## src/rtl/isqrt_pkg.sv

```systemverilog
// Shared types and sizing helpers for the iterative integer square-root unit.
package isqrt_pkg;

   typedef enum logic [1:0] {
      IDLE = 2'd0,
      CALC = 2'd1,
      DONE = 2'd2
   } state_t;

   // One result bit is produced per iteration, so a WIDTH-bit radicand needs WIDTH/2 steps.
   function automatic int unsigned iter_count(input int unsigned width);
      return width / 2;
   endfunction

   // The remainder accumulator needs two bits of headroom over the root for the shifted-in pair.
   function automatic int unsigned acc_width(input int unsigned width);
      return width / 2 + 2;
   endfunction

endpackage

```

## src/rtl/isqrt_step.sv

```systemverilog
// One restoring square-root iteration: fold in two radicand bits and decide the next root bit.
module isqrt_step
   import isqrt_pkg::*;
#(
   parameter int unsigned HW = 8,
   parameter int unsigned AW = acc_width(2 * HW)
) (
   input  logic [AW-1:0] r,
   input  logic [HW-1:0] root,
   input  logic [1:0]    bits,
   output logic [AW-1:0] r_next,
   output logic [HW-1:0] root_next
);

   logic [AW-1:0] r_sh;
   logic [AW-1:0] trial;

   always_comb begin
      r_sh      = AW'(r << 2) | AW'(bits);
      trial     = AW'({root, 2'b01});
      r_next    = r_sh;
      root_next = HW'({root, 1'b0});
      if (r_sh >= trial) begin
         r_next    = r_sh - trial;
         root_next = HW'({root, 1'b1});
      end
   end

endmodule

```

## src/rtl/isqrt_seq.sv

```systemverilog
// Sequential integer square root: go/over handshake, one root bit per clock, back-to-back issue from DONE.
module isqrt_seq
   import isqrt_pkg::*;
#(
   parameter int unsigned WIDTH   = 16,
   parameter bit          HOLD_GO = 1'b0
) (
   input  logic               clock,
   input  logic               reset,
   input  logic               go,
   input  logic [WIDTH-1:0]   n,
   output logic [WIDTH/2-1:0] answer,
   output logic [WIDTH/2:0]   remainder,
   output logic               busy,
   output logic               over
);

   localparam int unsigned HW = iter_count(WIDTH);
   localparam int unsigned AW = acc_width(WIDTH);
   localparam int unsigned RW = HW + 1;
   localparam int unsigned KW = (HW > 1) ? $clog2(HW) : 1;

   if (WIDTH < 2 || (WIDTH % 2) != 0) begin : g_bad_width
      $error("isqrt_seq: WIDTH must be even and at least 2");
   end

   state_t           state, state_nxt;
   logic [KW-1:0]    k, k_nxt;
   logic [WIDTH-1:0] opnd, opnd_nxt;
   logic [AW-1:0]    acc, acc_nxt, acc_step;
   logic [HW-1:0]    root, root_nxt, root_step;
   logic [HW-1:0]    answer_nxt;
   logic [RW-1:0]    remainder_nxt;
   logic             busy_nxt, over_nxt;
   logic             go_q;
   logic             accept;

   isqrt_step #(.HW(HW), .AW(AW)) u_step (
      .r         (acc),
      .root      (root),
      .bits      (opnd[WIDTH-1 -: 2]),
      .r_next    (acc_step),
      .root_next (root_step)
   );

   // Without HOLD_GO a level-high go must drop for one edge before it can start another run.
   assign accept = go && (state == IDLE || state == DONE) && (HOLD_GO || !go_q);

   always_comb begin
      state_nxt     = state;
      k_nxt         = k;
      opnd_nxt      = opnd;
      acc_nxt       = acc;
      root_nxt      = root;
      answer_nxt    = answer;
      remainder_nxt = remainder;
      busy_nxt      = busy;
      over_nxt      = 1'b0;
      case (state)
         IDLE, DONE: begin
            if (accept) begin
               state_nxt = CALC;
               k_nxt     = KW'(HW - 1);
               opnd_nxt  = n;
               acc_nxt   = '0;
               root_nxt  = '0;
               busy_nxt  = 1'b1;
            end else begin
               state_nxt = IDLE;
            end
         end
         CALC: begin
            acc_nxt  = acc_step;
            root_nxt = root_step;
            opnd_nxt = WIDTH'(opnd << 2);
            if (k == '0) begin
               answer_nxt    = root_step;
               remainder_nxt = RW'(acc_step);
               busy_nxt      = 1'b0;
               over_nxt      = 1'b1;
               state_nxt     = DONE;
            end else begin
               k_nxt = k - KW'(1);
            end
         end
         default: state_nxt = IDLE;
      endcase
   end

   always_ff @(posedge clock) begin
      if (reset) begin
         state     <= IDLE;
         k         <= '0;
         opnd      <= '0;
         acc       <= '0;
         root      <= '0;
         answer    <= '0;
         remainder <= '0;
         busy      <= 1'b0;
         over      <= 1'b0;
         go_q      <= 1'b0;
      end else begin
         state     <= state_nxt;
         k         <= k_nxt;
         opnd      <= opnd_nxt;
         acc       <= acc_nxt;
         root      <= root_nxt;
         answer    <= answer_nxt;
         remainder <= remainder_nxt;
         busy      <= busy_nxt;
         over      <= over_nxt;
         go_q      <= go;
      end
   end

endmodule
```

## config.mk

```make
export PLATFORM = sky130hd
export DESIGN_NAME = isqrt_seq
export DESIGN_NICKNAME = d
export VERILOG_FILES = /design/src/rtl/isqrt_pkg.sv /design/src/rtl/isqrt_step.sv /design/src/rtl/isqrt_seq.sv
export SDC_FILE = /design/constraint.sdc
export NUM_CORES = 1
export LEC_CHECK = 0
export CAP_MARGIN = 20
export CELL_PAD_IN_SITES_DETAIL_PLACEMENT = 0
export CELL_PAD_IN_SITES_GLOBAL_PLACEMENT = 1
export CORE_MARGIN = 2
export CORE_UTILIZATION = 43
export DETAILED_ROUTE_END_ITERATION = 12
export PLACE_DENSITY = 0.81
export SYNTH_ARGS = -nofsm -noshare
export SYNTH_HDL_FRONTEND = slang
export SYNTH_SLANG_ARGS = --single-unit
```

## constraint.sdc

```tcl
create_clock -name clock -period 3.5 [get_ports clock]
set_input_delay 0.35 -clock clock [delete_from_list [all_inputs] [get_ports clock]]
set_output_delay 0.35 -clock clock [all_outputs]
set_load 0.02 [all_outputs]
```

==> metrics.md <==
| Metric | Value |
|---|---|
| Die Ht | `83.2 um` |
| Number of cells traversed by the worst register-to-register path | `8` |
| Initial DRC Count | `roughly 160` |
| Syn Inst Count | `330` |
| Result of the run | `completed` |
| Hold Violations, Final | `0` |
| Launching point of the worst reg2reg path | `opnd[14]` |
| Number of synthesized flops with an enable pin | `0` |
| Unrepaired setup endpoints after global routing | `no` |
| Total congestion overflow | `0` |
| Fin crit share | `between 70 and 80%` |
| Sort of element at the start of the critical path | `flop` |
| Share of synthesized registers carrying an async set or reset | `0%` |
| NetSw | `around 0.74 mW` |
| Total CTS buffers | `9` |
| # nets final | `~390` |
| Global-route wire length before repair | `10.6 mm` |
| Share of final-layout standard cells stronger than drive strength 1 | `8.74%` |
| Design Power | `2.05 mW` |
| Quantity of gates resized following cts | `0` |
| CP Data Required Time | `between 3000 and 4000 ps` |
| Worst Hold Launch | `answer[2]` |
| DIE AREA | `0.00693 mm2` |
| Pin count of the biggest net entering global routing | `38` |
| Worst Path Class, Setup | `reg2reg` |
| Share of total power consumed by net switching | `36.2%` |
| Most used flip-flop cell after synthesis | `dfxtp_1` |
| Worst min-delay path class | `reg2reg` |
| Net count of the mapped netlist | `361` |
| Setup slack after layout | `971 ps` |
| DRC violations left | `0` |
| Avg WL per Cell | `approximately 14 um` |
| First-pass iteration count of the detailed router | `4` |
| Clock slew at the register clock pins of the worst setup and hold paths | `70 ps` |
| Clk_lat worst skew | `340 ps` |
| Final weighted congestion of routability-driven global placement | `0.851` |
| Final ANT Viol Nets | `0` |
| Worst path arrival time | `2780 ps` |
| Part of the power in the clock network | `a little over a quarter` |
| Setup_tns | `0 ps` |
| Library cell used as clock root buffer | `clkbuf_8` |
| Area delta synth->final | `21.5%` |
| Number of port buffers | `37` |
| Placement Setup Slack | `990 ps` |
| Final critical-path required period | `2530 ps` |
| Startpoint of the worst setup timing path | `opnd[14]` |
| Worst-margin pin slew | `1040 ps` |
| Post-synthesis sequential element count | `57` |
| Hold Path Cell Cnt | `2` |
| Yosys warning count | `0` |
| Syn_area_per_cell | `8.18 um2` |
| Portion of the post-synthesis area used by sequential elements | `around 42%` |
| CP Capture Type | `flop` |
| Area of all placed cells without fillers | `0.00328 mm2` |
| Final Routed Wirelength | `6.15 mm` |
| Count of antenna diodes in the layout | `0` |
| Slowest library cell on the worst path | `dfxtp_1` |
| Via density per instance | `5.38` |
| CTS tree | `yes` |
| Post-detailed-placement cell area | `0.00310 mm2` |
| Sequential power share | `36.7%` |
| Leading cell type in the layout, fill and taps excluded | `nand2_1` |
| Leakage power of the design | `between 1 and 1.5 nW` |
| Post-synth design cell area | `roughly 0.0027 mm2` |
| Max-cap violations | `0` |
| Highest-count cells in the layout ignoring fill and taps | `nand2_1 (64), dfxtp_1 (57), clkdlybuf4s50_1 (36)` |
| Power density normalized to cell area | `between 600 and 700 mW/mm2` |
| Post-CTS setup buffer count | `0` |
| Maximum number of buffers from clock root to sink | `2` |
| Upper clock frequency limit | `0.395 GHz` |
| Number of global-route vias before repair | `2259` |
| Total number of clock tree sinks | `57` |
| Clock skew after layout | `a little under 6 ps` |
| Final-report setup violation count | `0` |
| Site row count | `28` |
| Worst Path Max Fanout | `13` |
| Number of max-slew violations in the final report | `0` |
| Initial core utilization | `a little under half` |
| Routed vias | `2374` |
| Yosys cell types | `45` |
| Sum of net half-perimeters after detailed placement | `approximately 4.1 mm` |
| Max IR drop VDD | `0.000278 V` |
| Number of buffers added to fix hold violations after cts | `0` |
| Tot GR Track Use | `between 10% and 20%` |
| CTS HTree Levels | `3` |
| Core Box Area | `approximately 0.0060 mm2` |
| Number of placed I/O pins | `38` |
| Worst-case headroom to the max-slew limit | `between 30% and 40%` |
| Die span in x | `83.2 um` |
| Number of antenna violations at the first check in global routing | `0` |
| Cell-internal power | `about 1.3 mW` |
| CP cell instances | `inv_1 > ha_1 > nand2b_1 > a2111oi_4 > nor3_2 > nor2_4 > mux2_2 > o31ai_1` |
| Fraction of power consumed by combinational cells | `36.0%` |
| Largest stage delay, worst path | `480 ps` |
metal layers:
metal | vias up | GRT usage, % | part of all wire, %
met5 | - | 0 | 0
met3 | 10 | 5.37 | 4.8
li1 | 1218 | - | -
met1 | 1099 | 25.6 | 51
met2 | 47 | 27.6 | 42
met4 | 0 | 8.05 | 1.9
power groups by stage:
stage / Combinational (mW) / Sequential, mW / Clock, mW
after detailed placement: 0.734 / 0.769 / 0
after global routing: 0.815 / 0.763 / 0.602
final: 0.739 / 0.754 / 0.561
after global placement: 0.732 / 0.768 / 0
after floorplan: 0.590 / 0.772 / 0
after CTS: 0.740 / 0.754 / 0.578
kinds of logic (layout without fill, tap and decap cells):
kind of cell	count (synthesis)	count (layout)	synth area share, %
XOR/XNOR	5	5	1.62
AND/OR/NAND/NOR	137	137	23.4
buffers and inverters	36	72	5.47
multiplexers	6	6	2.27
AO/OA/AOI/OAI	77	77	19.4
flip-flops	57	57	42.3
adder cells (fa/ha/maj)	12	12	5.56
layout make-up:
class / count / area, um2
fill: 576 / 2710
clock inverter: 5 / 30.0
sequential: 57 / 1140
multi-input combinational: 237 / 1410
inverter: 15 / 56.3
clock buffer: 11 / 151
tap: 75 / 93.8
timing repair buffer: 41 / 395
cell usage after synthesis, drive strengths merged, types with 5 or more instances:
master,n,area share [%]
o21ai,15,2.8
a21oi,26,4.8
nand2,65,9.1
nand2b,5,1.2
nor2,32,4.7
inv,15,2.1
ha,12,5.6
a311oi,14,4.5
nor3,5,1.1
a211oi,8,2.2
mux2i,5,1.9
clkbuf,17,2.4
dfxtp,57,42
nand3,13,2.4
final timing paths:
check,end,slack (ps)
hold reg to reg,answer[2],450
hold / removal,answer[2],450
setup reg to reg,remainder[1],970
setup / recovery,remainder[1],970
registers in the layout, summed over array words and instances (netlist names):
name	cells
answer	8
state	2
remainder	9
k	3
go_q	1
opnd	16
root	8
acc	8
busy	1
over	1
worst max-delay path: cells and delay by family, from the launching register on:
| kind | cells | cell delay [ps] |
|---|---|---|
| adders and majority gates | 1 | 230 |
| AOI/OAI and AO/OA | 2 | 560 |
| muxes | 1 | 390 |
| DFF | 1 | 480 |
| buffers and inverters | 1 | 80 |
| and+or+nand+nor | 3 | 700 |
stage by stage:
stage	cells	hold WS [ps]	util, %
after global routing	441	471	54.7
final	441	454	54.7
after CTS	441	458	54.7
after global placement	425	446	51.7
after floorplan	330	437	-
after detailed placement	425	446	51.7
Note: power is estimated with default switching activity, not from simulation.
==> RTL change (same settings) <==
Change the parameter `HOLD_GO` from 1'b0 to 1'b1.
--- a/src/rtl/isqrt_seq.sv
+++ b/src/rtl/isqrt_seq.sv
@@ -3,7 +3,7 @@
    import isqrt_pkg::*;
 #(
    parameter int unsigned WIDTH   = 16,
-   parameter bit          HOLD_GO = 1'b0
+   parameter bit          HOLD_GO = 1'b1
 ) (
    input  logic               clock,
    input  logic               reset,
Behaviour: no difference found for any inputs over 10 cycles, from zero or initial values and one cycle with reset high; that may be too few to reach the edited logic, so the function may still have changed.
==> RTL change against the original RTL <==
Final area decreased by 7.5%; area after synthesis decreased by 7.5%; sequential cell count decreased by 1; routed wire length decreased by 18%; die area decreased by 7.1%; sequential power increased by 3.4%; utilization decreased by 0.31 points; setup slack improved by 0.32 ns; total power increased by 8.9%; critical path depth unchanged; critical path type unchanged; largest power group is now combinational logic; highest routed layer unchanged.
==> RTL change: results (changes against the original RTL) <==
{| class="wikitable"
! Metric !! Value
|-
| Sum of net half-perimeters after detailed placement || 3.70 mm (-11%)
|-
| Overall via count from detail_route || 1,936 (-18%)
|-
| Syn Nets || 305 (-16%)
|-
| Hold Crit Class || flop to flop
|-
| Number of library cell types mapped by synthesis || 36 (-20%)
|-
| Post-route clock skew || 0.00564 ns (-0.000141 ns)
|-
| Largest stage delay, worst path || 0.44 ns (-0.04 ns)
|-
| Arr. time, crit path || 2.40 ns (-0.38 ns)
|-
| Post-synthesis compound-gate area fraction || 0.199 (+0.00515)
|-
| Growth of design area from synthesis to finish || 21.4% (about the same)
|-
| Power density over cell area || 738 nW/µm² (+18%)
|-
| Post-synthesis register bit count || 56 (-1.8%)
|-
| Fraction of area in multi-input gates || 0.415 (-0.0151)
|-
| Mean instance size in the synthesized netlist || 9.11 µm² (+11%)
|-
| Adder-cell area share of the yosys netlist || 0.0601 (+0.00449)
|-
| Fraction of power spent switching nets || 0.372 (+0.00996)
|-
| Number of clock buffers in the layout || 5 (-6)
|-
| Count of non-CTS buffers in the layout || 42 (+2.4%)
|-
| Fraction of layout instances using a drive strength above 1 || 0.0714 (-0.0160)
|-
| Synth Area in XOR/XNOR || 0.0245 (+0.00832)
|-
| Share of synthesized area occupied by flip-flops and latches || 0.449 (+0.0261)
|-
| Cell leakage power || 1.18 nW (-0.34%)
|-
| Count of nets after finishing || 340 (-13%)
|-
| Worst IR Drop VDD || 0.408 mV (+47%)
|-
| Most common library cells after synthesis || dfxtp_1, nor2_1, nand2_1
|-
| Data-path buffer share of cell area in the final layout || 0.134 (+0.0139)
|-
| Outcome || complete, no violations
|-
| Master of the slowest instance on the critical path || a21oi_4
|-
| Number of H-tree levels || 2 (-1)
|-
| Relative slew slack || 0.426 (+0.124)
|-
| Fraction of post-synthesis cell area in the top cell type by area || 0.449 (+0.0261)
|-
| Routability cong. || 0.808 (-5.0%)
|-
| Number of DRC violations after detailed-routing iteration 0 || 62 (-61%)
|-
| Num tapcells || 72 (-4.0%)
|-
| Fillers || 522 (-9.4%)
|-
| ClkCell Share || 0.0326 (-0.0228)
|-
| Largest net degree at the start of global routing || 28 (-26%)
|-
| Category of cells accounting for the largest share of critical-path delay || compound AO/OA/AOI/OAI gates
|-
| Cell count after placement || 374 (-12%)
|-
| Clock-pin slew reported for the worst setup and hold paths after clock tree synthesis || 0.09 ns (+0.02 ns)
|-
| P_seq || 0.000780 W (+3.4%)
|-
| Worst setup slack before clock tree synthesis || 1.07 ns (+0.0780 ns)
|}
## RTL change: path summary, 6_finish.rpt
path                                from                   endpoint  slack (ns)  cells past startpoint
setup / recovery    root[0]$_SDFFE_PP0P_  remainder[3]$_SDFFE_PP0P_        1.29                      8
hold / removal    answer[0]$_SDFFE_PP0P_     answer[0]$_SDFFE_PP0P_        0.45                      2
setup reg to reg    root[0]$_SDFFE_PP0P_  remainder[3]$_SDFFE_PP0P_        1.29                      8
hold reg to reg   answer[0]$_SDFFE_PP0P_     answer[0]$_SDFFE_PP0P_        0.45                      2
## RTL change: per-layer routing
| metal | share of wire | wire (µm) | track usage |
|---|---|---|---|
| met5 | 0 | 0 | 0 |
| met4 | 0.0083 | 42 | 0.0458 |
| met3 | 0.029 | 147 | 0.0348 |
| met2 | 0.48 | 2400 | 0.297 |
| met1 | 0.49 | 2440 | 0.221 |
## RTL change: tightest hold or removal path, delay by kind of cell (launching register included)
kind,cells,cell delay (ns)
and+or+nand+nor,2,0.09
DFF,1,0.32
